**config.mk**
```make
export PLATFORM = sky130hd
export DESIGN_NAME = logarithm
export DESIGN_NICKNAME = d
export VERILOG_FILES = /design/src/rtl/logarithm.sv
export SDC_FILE = /design/constraint.sdc
export NUM_CORES = 1
export LEC_CHECK = 0
export ABC_AREA = 1
export CAP_MARGIN = 40
export CORE_UTILIZATION = 25
export CTS_CLUSTER_SIZE = 24
export DETAILED_ROUTE_END_ITERATION = 7
export GPL_ROUTABILITY_DRIVEN = 0
export HOLD_SLACK_MARGIN = 0.02
export SKIP_CTS_REPAIR_TIMING = 1
export SYNTH_ARGS = -nofsm -noshare
export SYNTH_HDL_FRONTEND = slang
export SYNTH_SLANG_ARGS = --single-unit
export TNS_END_PERCENT = 10
```
**constraint.sdc**
```tcl
create_clock -name clk -period 5.7 [get_ports clk]
set_input_delay 1.14 -clock clk [delete_from_list [all_inputs] [get_ports clk]]
set_output_delay 1.14 -clock clk [all_outputs]
set_load 0.02 [all_outputs]
```
**src/rtl/logarithm.sv**
```systemverilog
// Sequential natural-log unit.
// Takes y in unsigned 2.16 format (valid range [1.0, e)) and returns ln(y)
// as an unsigned 0.16 fraction. It uses shift-add multiplicative
// normalisation: greedily multiply a running product p by (1 + 2^-k)
// while it stays <= y, and add ln(1 + 2^-k) to an accumulator each time.
// The start/done handshake matches the exponential block, so the two
// units can be chained for round-trip checking.
// The ln table constants carry 20 fraction bits. GUARD values 1..4 round
// them to nearest. Values above 4 zero-extend them.
module logarithm #(
    parameter int GUARD = 4
) (
    input  logic        clk,
    input  logic        rst,
    input  logic        start,
    input  logic [1:0]  intpart,
    input  logic [15:0] fracpart,
    output logic [15:0] result,
    output logic        done,
    output logic        busy,
    output logic        err
);

    localparam int FW = 16 + GUARD;  // fraction bits of p, acc, table
    localparam int PW = FW + 2;      // p: unsigned 2.FW
    localparam int AW = FW + 1;      // acc: unsigned 1.FW
    localparam int TW = PW + 1;      // trial product, one bit wider than p

    // Rounding/alignment of the 20-fraction-bit table constants to FW bits.
    localparam int DN = (GUARD < 4) ? (4 - GUARD) : 0;
    localparam int UP = (GUARD > 4) ? (GUARD - 4) : 0;
    localparam logic [20:0] TBL_HALF = (21'd1 << DN) >> 1;

    localparam logic [PW-1:0] ONE_P    = PW'(1) << FW;
    localparam logic [AW:0]   ACC_HALF = (AW + 1)'(1) << (GUARD - 1);

    typedef enum logic [1:0] {
        IDLE  = 2'd0,
        LOAD  = 2'd1,
        ITER  = 2'd2,
        ROUND = 2'd3
    } state_t;

    // ln(1 + 2^-k), k = 0..16, as 0.20 values rounded to nearest,
    // then aligned to FW fraction bits.
    function automatic logic [FW-1:0] ln_table(input logic [4:0] idx);
        logic [19:0] base;
        logic [20:0] rnd;
        case (idx)
            5'd0:    base = 20'hB1721;
            5'd1:    base = 20'h67CC9;
            5'd2:    base = 20'h391FF;
            5'd3:    base = 20'h1E270;
            5'd4:    base = 20'h0F852;
            5'd5:    base = 20'h07E0A;
            5'd6:    base = 20'h03F81;
            5'd7:    base = 20'h01FE0;
            5'd8:    base = 20'h00FF8;
            5'd9:    base = 20'h007FE;
            5'd10:   base = 20'h00400;
            5'd11:   base = 20'h00200;
            5'd12:   base = 20'h00100;
            5'd13:   base = 20'h00080;
            5'd14:   base = 20'h00040;
            5'd15:   base = 20'h00020;
            5'd16:   base = 20'h00010;
            default: base = 20'h00000;
        endcase
        rnd = {1'b0, base} + TBL_HALF;
        ln_table = FW'(rnd >> DN) << UP;
    endfunction

    state_t          state_r, state_s;
    logic [17:0]     y_r, y_s;
    logic [PW-1:0]   p_r, p_s;
    logic [AW-1:0]   acc_r, acc_s;
    logic [4:0]      k_r, k_s;
    logic [15:0]     result_r, result_s;
    logic            done_r, done_s;
    logic            busy_r, busy_s;
    logic            err_r, err_s;

    logic [TW-1:0]   t_s;
    logic [TW-1:0]   y_ext_s;
    logic [AW:0]     acc_round_s;
    logic [17:0]     r_s;

    // Datapath helpers: trial product, aligned operand, rounded accumulator.
    always_comb begin
        t_s         = TW'(p_r) + TW'(p_r >> k_r);
        y_ext_s     = TW'(y_r) << GUARD;
        acc_round_s = {1'b0, acc_r} + ACC_HALF;
        r_s         = 18'(acc_round_s >> GUARD);
    end

    // Next-state and next-output logic for the IDLE/LOAD/ITER/ROUND sequence.
    always_comb begin
        state_s  = state_r;
        y_s      = y_r;
        p_s      = p_r;
        acc_s    = acc_r;
        k_s      = k_r;
        result_s = result_r;
        done_s   = 1'b0;
        busy_s   = busy_r;
        err_s    = err_r;
        case (state_r)
            IDLE: begin
                if (start) begin
                    y_s     = {intpart, fracpart};
                    busy_s  = 1'b1;
                    state_s = LOAD;
                end else begin
                    state_s = IDLE;
                end
            end
            LOAD: begin
                if (y_r < 18'h10000) begin
                    result_s = 16'h0000;
                    err_s    = 1'b1;
                    done_s   = 1'b1;
                    busy_s   = 1'b0;
                    state_s  = IDLE;
                end else begin
                    p_s     = ONE_P;
                    acc_s   = {AW{1'b0}};
                    k_s     = 5'd0;
                    err_s   = 1'b0;
                    state_s = ITER;
                end
            end
            ITER: begin
                if (t_s <= y_ext_s) begin
                    p_s   = PW'(t_s);
                    acc_s = acc_r + AW'(ln_table(k_r));
                end else begin
                    p_s   = p_r;
                    acc_s = acc_r;
                end
                k_s = k_r + 5'd1;
                if (k_r == 5'd16) begin
                    state_s = ROUND;
                end else begin
                    state_s = ITER;
                end
            end
            ROUND: begin
                // Anything that rounds to 1.0 or more saturates (y near or beyond e).
                if (r_s[17:16] != 2'b00) begin
                    result_s = 16'hFFFF;
                end else begin
                    result_s = r_s[15:0];
                end
                done_s  = 1'b1;
                busy_s  = 1'b0;
                state_s = IDLE;
            end
            default: begin
                state_s = IDLE;
            end
        endcase
    end

    // State and datapath registers; reset discards any operation in flight.
    always_ff @(posedge clk) begin
        if (rst) begin
            state_r  <= IDLE;
            y_r      <= 18'h00000;
            p_r      <= {PW{1'b0}};
            acc_r    <= {AW{1'b0}};
            k_r      <= 5'd0;
            result_r <= 16'h0000;
            done_r   <= 1'b0;
            busy_r   <= 1'b0;
            err_r    <= 1'b0;
        end else begin
            state_r  <= state_s;
            y_r      <= y_s;
            p_r      <= p_s;
            acc_r    <= acc_s;
            k_r      <= k_s;
            result_r <= result_s;
            done_r   <= done_s;
            busy_r   <= busy_s;
            err_r    <= err_s;
        end
    end

    assign result = result_r;
    assign done   = done_r;
    assign busy   = busy_r;
    assign err    = err_r;

endmodule

```
==> impl_metrics.py, run 1 <==
metrics = {
    "route": {
        "vias": 8452,
        "dr.pass1.iters": 7,
        "vias_per_cell": 4.81,
        "drtIter0Drc": 687,
        "drc": 0,
        "avgRoutedWirePerCell_um": 13.3,
        "drt_wl_total_um": 23400,
        "drt.antenna.violating_nets": 0,
    },
    "min_path": {
        "min_path_type": "flip-flop to flip-flop",
        "whs_endpoint": "y_r[13]",
        "holdCritStartpoint": "y_r[13]",
        "min_delay_path_depth": 2,
    },
    "worst_setup_path": {
        "cp.required_ps": 5960,
        "worst_path_largest_cell_delay_ps": 410,
        "r2r_cells": 37,
        "slowest_stage": "fa_1",
        "crit_path_start": "k_r[0]",
        "arrival_ps": 5270,
        "critPathKind": "flip-flop to flip-flop",
        "rr_endpoint": "p_r[17]",
        "end_kind": "flip-flop",
        "start_kind": "flip-flop",
        "rrSetupSlack_ps": 690,
        "r2r-start": "k_r[0]",
        "timing.critical_path.mode_cell": "nand2_1",
        "cp_max_fo": 49,
    },
    "clocking": {
        "cts_tree": "done",
        "cts_sinks": 107,
        "htreeDepth": 3,
        "path_clk_slew_ps": 70,
        "clk_latency_ps": 360,
        "cts_root_buf": "clkbuf_16",
        "cts_buffers": 9,
        "cts_buffer_depth": 2,
    },
    "logic_synthesis": {
        "synth_edf_count": 0,
        "syn_avg_cell_area_um2": 6.37,
        "syn_area_mm2": 0.00823,
        "synth_mux_area_frac": 0.00486,
        "synth_top_family_by_area": "simple AND/OR/NAND/NOR gates",
        "async_reset_ff_frac": 0,
        "synth_fa_ha_area_frac": 0.111,
        "ys_ff_latch": 107,
        "syn_nets": 1386,
        "synthSimpleGateAreaFrac": 0.321,
        "seq_area_frac_synth": 0.260,
        "synthXorXnorAreaFrac": 0.0266,
        "synth-compound-area-share": 0.191,
        "ys_types": 49,
        "synth_ff_type": "dfxtp_1",
        "synth_cells": 1293,
        "yosysWarningCount": 0,
    },
    "place": {
        "post-place-ws_ps": 372,
        "port_buffers": 39,
        "place_area_mm2": 0.00907,
        "dp_hpwl_um": 18400,
    },
    "final_layout": {
        "drive_gt1_frac": 0.0480,
        "fin_area_mm2": 0.00940,
        "area_delta_synth_final_pct": 14.2,
        "multi_input_area_mm2": 0.00540,
        "nFillCells": 3616,
        "seqCellArea_mm2": 0.00214,
        "final_nets": 1401,
        "utilization": 0.290,
    },
    "sta": {
        "max_freq_ghz": 0.200,
        "rsz0062_at_grt": "no",
        "fin_skew_ps": 8.12,
        "finalHoldViolCount": 0,
        "holdWs_ps": 460,
        "tns_ps": 0,
        "finalSetupViolCount": 0,
        "slew_headroom": 0.556,
        "final_max_slew_viol_count": 0,
        "min_period_over_period": 0.879,
        "worst_slew_pin_slew_ps": 665,
        "setup_ws_ps": 691,
        "fin_crit_ps": 5010,
    },
    "die": {
        "start_util": 0.254,
        "boundaryPins": 40,
        "die_w_um": 183,
        "core_mm2": 0.0325,
        "die_h_um": 183,
        "rows": 66,
        "die_area_mm2": 0.0337,
    },
    "grt": {
        "grt_util_all_layers": 0.141,
        "grt_pass1_wl_um": 38600,
        "grt_max_degree": 50,
        "grt-ovfl-total": 0,
        "antenna_found_initial": 1,
        "first_global_vias": 7741,
    },
    "power_and_ir_drop": {
        "power_density_mw_per_mm2": 229,
        "leakage_uw": 0.00415,
        "peakVddDrop_v": 0.000161,
    },
    "status": {
        "status": "finished clean",
    },
    "run": {
        "maxCapViolCount": 0,
    },
}
[per-stage QoR]
| step | total power (uW) | std cells |
|---|---|---|
| after floorplan | 1330 | 1293 |
| after global placement | 1500 | 1737 |
| after detailed placement | 1510 | 1739 |
| after CTS | 2160 | 1755 |
| after global routing | 2300 | 1755 |
| final | 2150 | 1756 |
[synth_stat cells, types with 3 or more instances]
| library cell | instances | area, um^2 |
|---|---|---|
| buf_2 | 13 | 65.1 |
| o21bai_1 | 8 | 60.1 |
| inv_2 | 8 | 30.0 |
| ha_1 | 70 | 876 |
| inv_1 | 120 | 450 |
| or2_2 | 9 | 56.3 |
| o31ai_1 | 5 | 37.5 |
| nor2_4 | 3 | 33.8 |
| mux2i_1 | 4 | 40.0 |
| o22ai_1 | 8 | 50.1 |
| nor2_1 | 157 | 589 |
| nor3_1 | 16 | 80.1 |
| a21boi_0 | 3 | 22.5 |
| a21o_1 | 4 | 30.0 |
| o21ai_1 | 18 | 90.1 |
| nand3_2 | 3 | 30.0 |
| a211oi_1 | 3 | 22.5 |
| nand3b_1 | 5 | 37.5 |
| o21ai_0 | 103 | 515 |
| and2_1 | 4 | 25.0 |
| nand2_2 | 5 | 31.3 |
| dfxtp_1 | 107 | 2140 |
| xor2_1 | 16 | 140 |
| buf_1 | 6 | 22.5 |
| clkbuf_1 | 22 | 82.6 |
| a21oi_1 | 113 | 566 |
| xnor2_1 | 9 | 78.8 |
| nand4_1 | 20 | 125 |
| o221ai_1 | 5 | 43.8 |
| buf_4 | 3 | 22.5 |
| a31oi_1 | 10 | 62.6 |
| nand3_1 | 81 | 405 |
| nand2_1 | 313 | 1170 |
[critical path: cells and delay by family, from the launching register on]
| family | cells | cell delay [ps] |
|---|---|---|
| XOR/XNOR | 1 | 360 |
| adder cells (fa/ha/maj) | 3 | 890 |
| AO/OA/AOI/OAI | 7 | 970 |
| flip-flops | 1 | 330 |
| AND/OR/NAND/NOR | 23 | 1760 |
| buffers and inverters | 3 | 560 |
[kinds of logic after synthesis]
logic type / count (synthesis)
multiplexers: 4
adder cells (fa/ha/maj): 72
AO/OA/AOI/OAI: 287
AND/OR/NAND/NOR: 623
XOR/XNOR: 25
flip-flops: 107
buffers and inverters: 175
[routing by layer]
metal	track usage	vias to the layer above	routed length, um	part of all wire
li1	-	4323	-	-
met1	0.197	3818	11400	0.49
met2	0.224	274	10200	0.43
met3	0.0121	37	1300	0.056
met4	0.0540	0	524	0.022
met5	0	-	0	0
[area by class of cell]
cell class / instances / share of cell area
Sequential cell: 107 / 0.228
Tap cell: 442 / 0.0588
Timing Repair Buffer: 50 / 0.0550
Inverter: 129 / 0.0515
Antenna cell: 1 / 0.000266
Clock buffer: 10 / 0.0254
Clock inverter: 6 / 0.00692
Multi-Input combinational cell: 1011 / 0.574
[layout by cell type, fill, tap and decap left out, types with 7 or more instances in the layout]
| cell | count |
|---|---|
| o22ai_1 | 8 |
| o21bai_1 | 8 |
| dfxtp_1 | 107 |
| buf_4 | 7 |
| clkbuf_16 | 9 |
| clkdlybuf4s50_1 | 39 |
| o21ai_0 | 102 |
| nand2_1 | 313 |
| o21ai_1 | 19 |
| xnor2_1 | 9 |
| nand3_1 | 81 |
| or2_2 | 9 |
| nand4_1 | 20 |
| ha_1 | 70 |
| nor2_1 | 157 |
| inv_2 | 9 |
| xor2_1 | 16 |
| nor3_1 | 16 |
| a21oi_1 | 113 |
| a31oi_1 | 10 |
| inv_1 | 119 |
[report_power, final]
part	leakage, uW	internal (uW)	switching, uW
registers	0.000872	797	54.3
logic	0.00313	241	412
clock network	0.000148	353	294
total	0.00415	1390	760
[how the worst max path moves through the flow]
stage / to / slack, ps / depth (start not counted)
2_1_floorplan: p_r[10] / 1090 / 40
3_3_place_gp: p_r[17] / 410 / 32
3_5_place_dp: p_r[17] / 370 / 31
4_1_cts: p_r[17] / 350 / 31
5_1_grt: p_r[16] / 20 / 36
6_report: p_r[17] / 690 / 37
(Power assumes the default switching activity.)
==> run 2, diff against run 1 <==
--- a/config.mk
+++ b/config.mk
@@ -5,7 +5,7 @@
 export SDC_FILE = /design/constraint.sdc
 export NUM_CORES = 1
 export LEC_CHECK = 0
-export ABC_AREA = 1
+export ABC_AREA = 0
 export CAP_MARGIN = 40
 export CORE_UTILIZATION = 25
 export CTS_CLUSTER_SIZE = 24
==> impl_metrics.py, run 2 <==
metrics = {
    "logic_synthesis": {
        "synth_ff_type": "dfxtp_1",
        "syn_area_mm2": 0.00786,
        "ys_top_cells_by_area": "dfxtp_1 27%, ha_1 11%, a21oi_1 7.6%",
        "synth_largest_area_cell": "dfxtp_1",
        "syn_nets": 1082,
        "async_reset_ff_frac": 0,
        "synthTopCellsByCount": "120 x a21oi_1, 107 x dfxtp_1, 91 x nand2_1",
        "seq_area_frac_synth": 0.272,
        "synth_cells": 989,
        "syn_avg_cell_area_um2": 7.95,
        "ys_types": 68,
        "yosysWarningCount": 0,
        "yosysMostFrequentCell": "a21oi_1",
        "synth_top_area_share": 0.272,
        "synth_edf_count": 0,
        "ys_ff_latch": 107,
    },
    "final_layout": {
        "utilization": 0.327,
        "final_nets": 1196,
        "nFillCells": 3280,
        "num_antenna_cells": 0,
        "area_delta_synth_final_pct": 28.0,
        "final_common_cell": "a21oi_1",
        "drive_gt1_frac": 0.186,
        "fin_area_mm2": 0.0101,
        "final_cell_mix": "116 x a21oi_1, 107 x buf_4, 105 x dfxtp_1",
    },
    "sta": {
        "finalSetupViolCount": 0,
        "slew_headroom": 0.470,
        "worst_slew_pin_slew_ps": 795,
        "tns_ps": 0,
        "finalHoldViolCount": 0,
        "rsz0062_at_grt": "yes",
        "max_freq_ghz": 0.178,
        "fin_skew_ps": 9.76,
        "fin_crit_ps": 5610,
        "final_max_slew_viol_count": 0,
        "min_period_over_period": 0.984,
    },
    "route": {
        "drc": 0,
        "drt_wl_total_um": 23800,
        "drt.antenna.violating_nets": 0,
        "dr.pass1.iters": 5,
        "avgRoutedWirePerCell_um": 15.9,
        "vias": 7760,
        "drtIter0Drc": 495,
        "vias_per_cell": 5.16,
    },
    "min_path": {
        "whs_endpoint": "result[10]",
        "min_path_type": "flip-flop to flip-flop",
        "min_delay_path_depth": 1,
        "holdCritStartpoint": "result[10]",
    },
    "worst_setup_path": {
        "rr_endpoint": "acc_r[20]",
        "rrSetupSlack_ps": 90,
        "end_kind": "flip-flop",
        "arrival_ps": 5910,
        "r2r_cells": 23,
        "critPathKind": "flip-flop to flip-flop",
        "cp.required_ps": 6010,
        "r2r-start": "k_r[0]",
        "start_kind": "flip-flop",
        "cp_max_fo": 8,
        "crit_path_start": "k_r[0]",
    },
    "grt": {
        "first_global_vias": 7078,
        "grt-ovfl-total": 0,
        "grt_pass1_wl_um": 37200,
        "antenna_found_initial": 0,
        "grt_util_all_layers": 0.148,
        "grt_max_degree": 42,
    },
    "clocking": {
        "clk_latency_ps": 370,
        "cts_buffers": 9,
        "htreeDepth": 3,
        "cts_buffer_depth": 2,
        "cts_root_buf": "clkbuf_16",
        "cts_sinks": 107,
        "cts_tree": "done",
        "path_clk_slew_ps": 80,
    },
    "place": {
        "port_buffers": 39,
        "dp_hpwl_um": 17600,
        "place_area_mm2": 0.00945,
    },
    "power_and_ir_drop": {
        "peakVddDrop_v": 0.000122,
        "p_sw_uw": 444,
        "combPwrFrac": 0.121,
        "p_int_uw": 1190,
        "pwr-share-seq": 0.471,
        "p_sw_frac": 0.271,
        "power_density_mw_per_mm2": 163,
        "leakage_uw": 0.00419,
        "clkPwrFrac": 0.408,
    },
    "die": {
        "die_h_um": 179,
        "boundaryPins": 40,
        "die_area_mm2": 0.0322,
        "die_w_um": 179,
        "start_util": 0.256,
        "core_mm2": 0.0307,
        "rows": 64,
    },
    "status": {
        "status": "finished clean",
    },
    "run": {
        "maxCapViolCount": 0,
    },
}
run 2: area by class of cell:
type	instances	area [um^2]	area share
Clock buffer	10	229	0.0227
Clock inverter	6	72.6	0.00721
Inverter	35	131	0.0131
Multi-Input combinational cell	794	5600	0.556
Sequential cell	107	2150	0.214
Tap cell	396	495	0.0492
Timing Repair Buffer	156	1390	0.138
run 2: power by group through the flow:
| stage | Sequential, uW | Combinational (uW) | Clock (uW) |
|---|---|---|---|
| 2_1_floorplan | 788 | 111 | 0 |
| 3_3_place_gp | 789 | 185 | 0 |
| 3_5_place_dp | 790 | 189 | 0 |
| 4_1_cts | 772 | 191 | 684 |
| 5_1_grt | 774 | 217 | 714 |
| 6_report | 771 | 198 | 668 |
run 2: cells by family after synthesis:
group                    share of synthesized area
AO/OA/AOI/OAI                                0.261
XOR/XNOR                                    0.0479
adder cells (fa/ha/maj)                      0.117
buffers and inverters                       0.0428
flip-flops                                   0.272
multiplexers                                0.0627
AND/OR/NAND/NOR                              0.197
run 2: worst max-delay path, stage by stage, from the launching register on:
cell and delay, ps:
dfxtp_4 400, buf_12 130, mux4_2 500, mux2_4 290, o21ai_2 150, o22ai_2 120
ha_4 310, o211a_1 190, a211oi_2 90, o31ai_2 360, a21oi_2 130, a31o_2 300
o21bai_1 180, mux2i_1 110, nand2b_1 160, ha_2 180, or4_1 390, a21oi_1 130
o21ai_1 90, a22oi_2 140, a21boi_2 90, or4b_4 550, or4_1 490, nand3_1 80
run 2: how the worst max path moves through the flow:
stage	end	slack, ps	cells after the start
after floorplan	acc_r[20]	10	29
after global placement	acc_r[20]	-200	24
after detailed placement	acc_r[20]	-260	24
after CTS	acc_r[20]	-300	24
after global routing	p_r[20]	-150	23
final	acc_r[20]	90	23
run 2: metrics by stage:
stage / hold WS [ps] / std cells / total power, uW / setup slack (ps)
CTS: 457 / 1493 / 1650 / -305
global placement: 436 / 1474 / 975 / -196
detailed placement: 438 / 1477 / 979 / -260
finish: 452 / 1504 / 1640 / 93.0
global route: 476 / 1504 / 1700 / -150
floorplan: 436 / 989 / 899 / 11.1
run 2: per-layer routing:
layer,track usage,routed length [um]
met4,0.0466,478
met5,0,0
met2,0.236,11000
met3,0.0182,1090
met1,0.206,11300
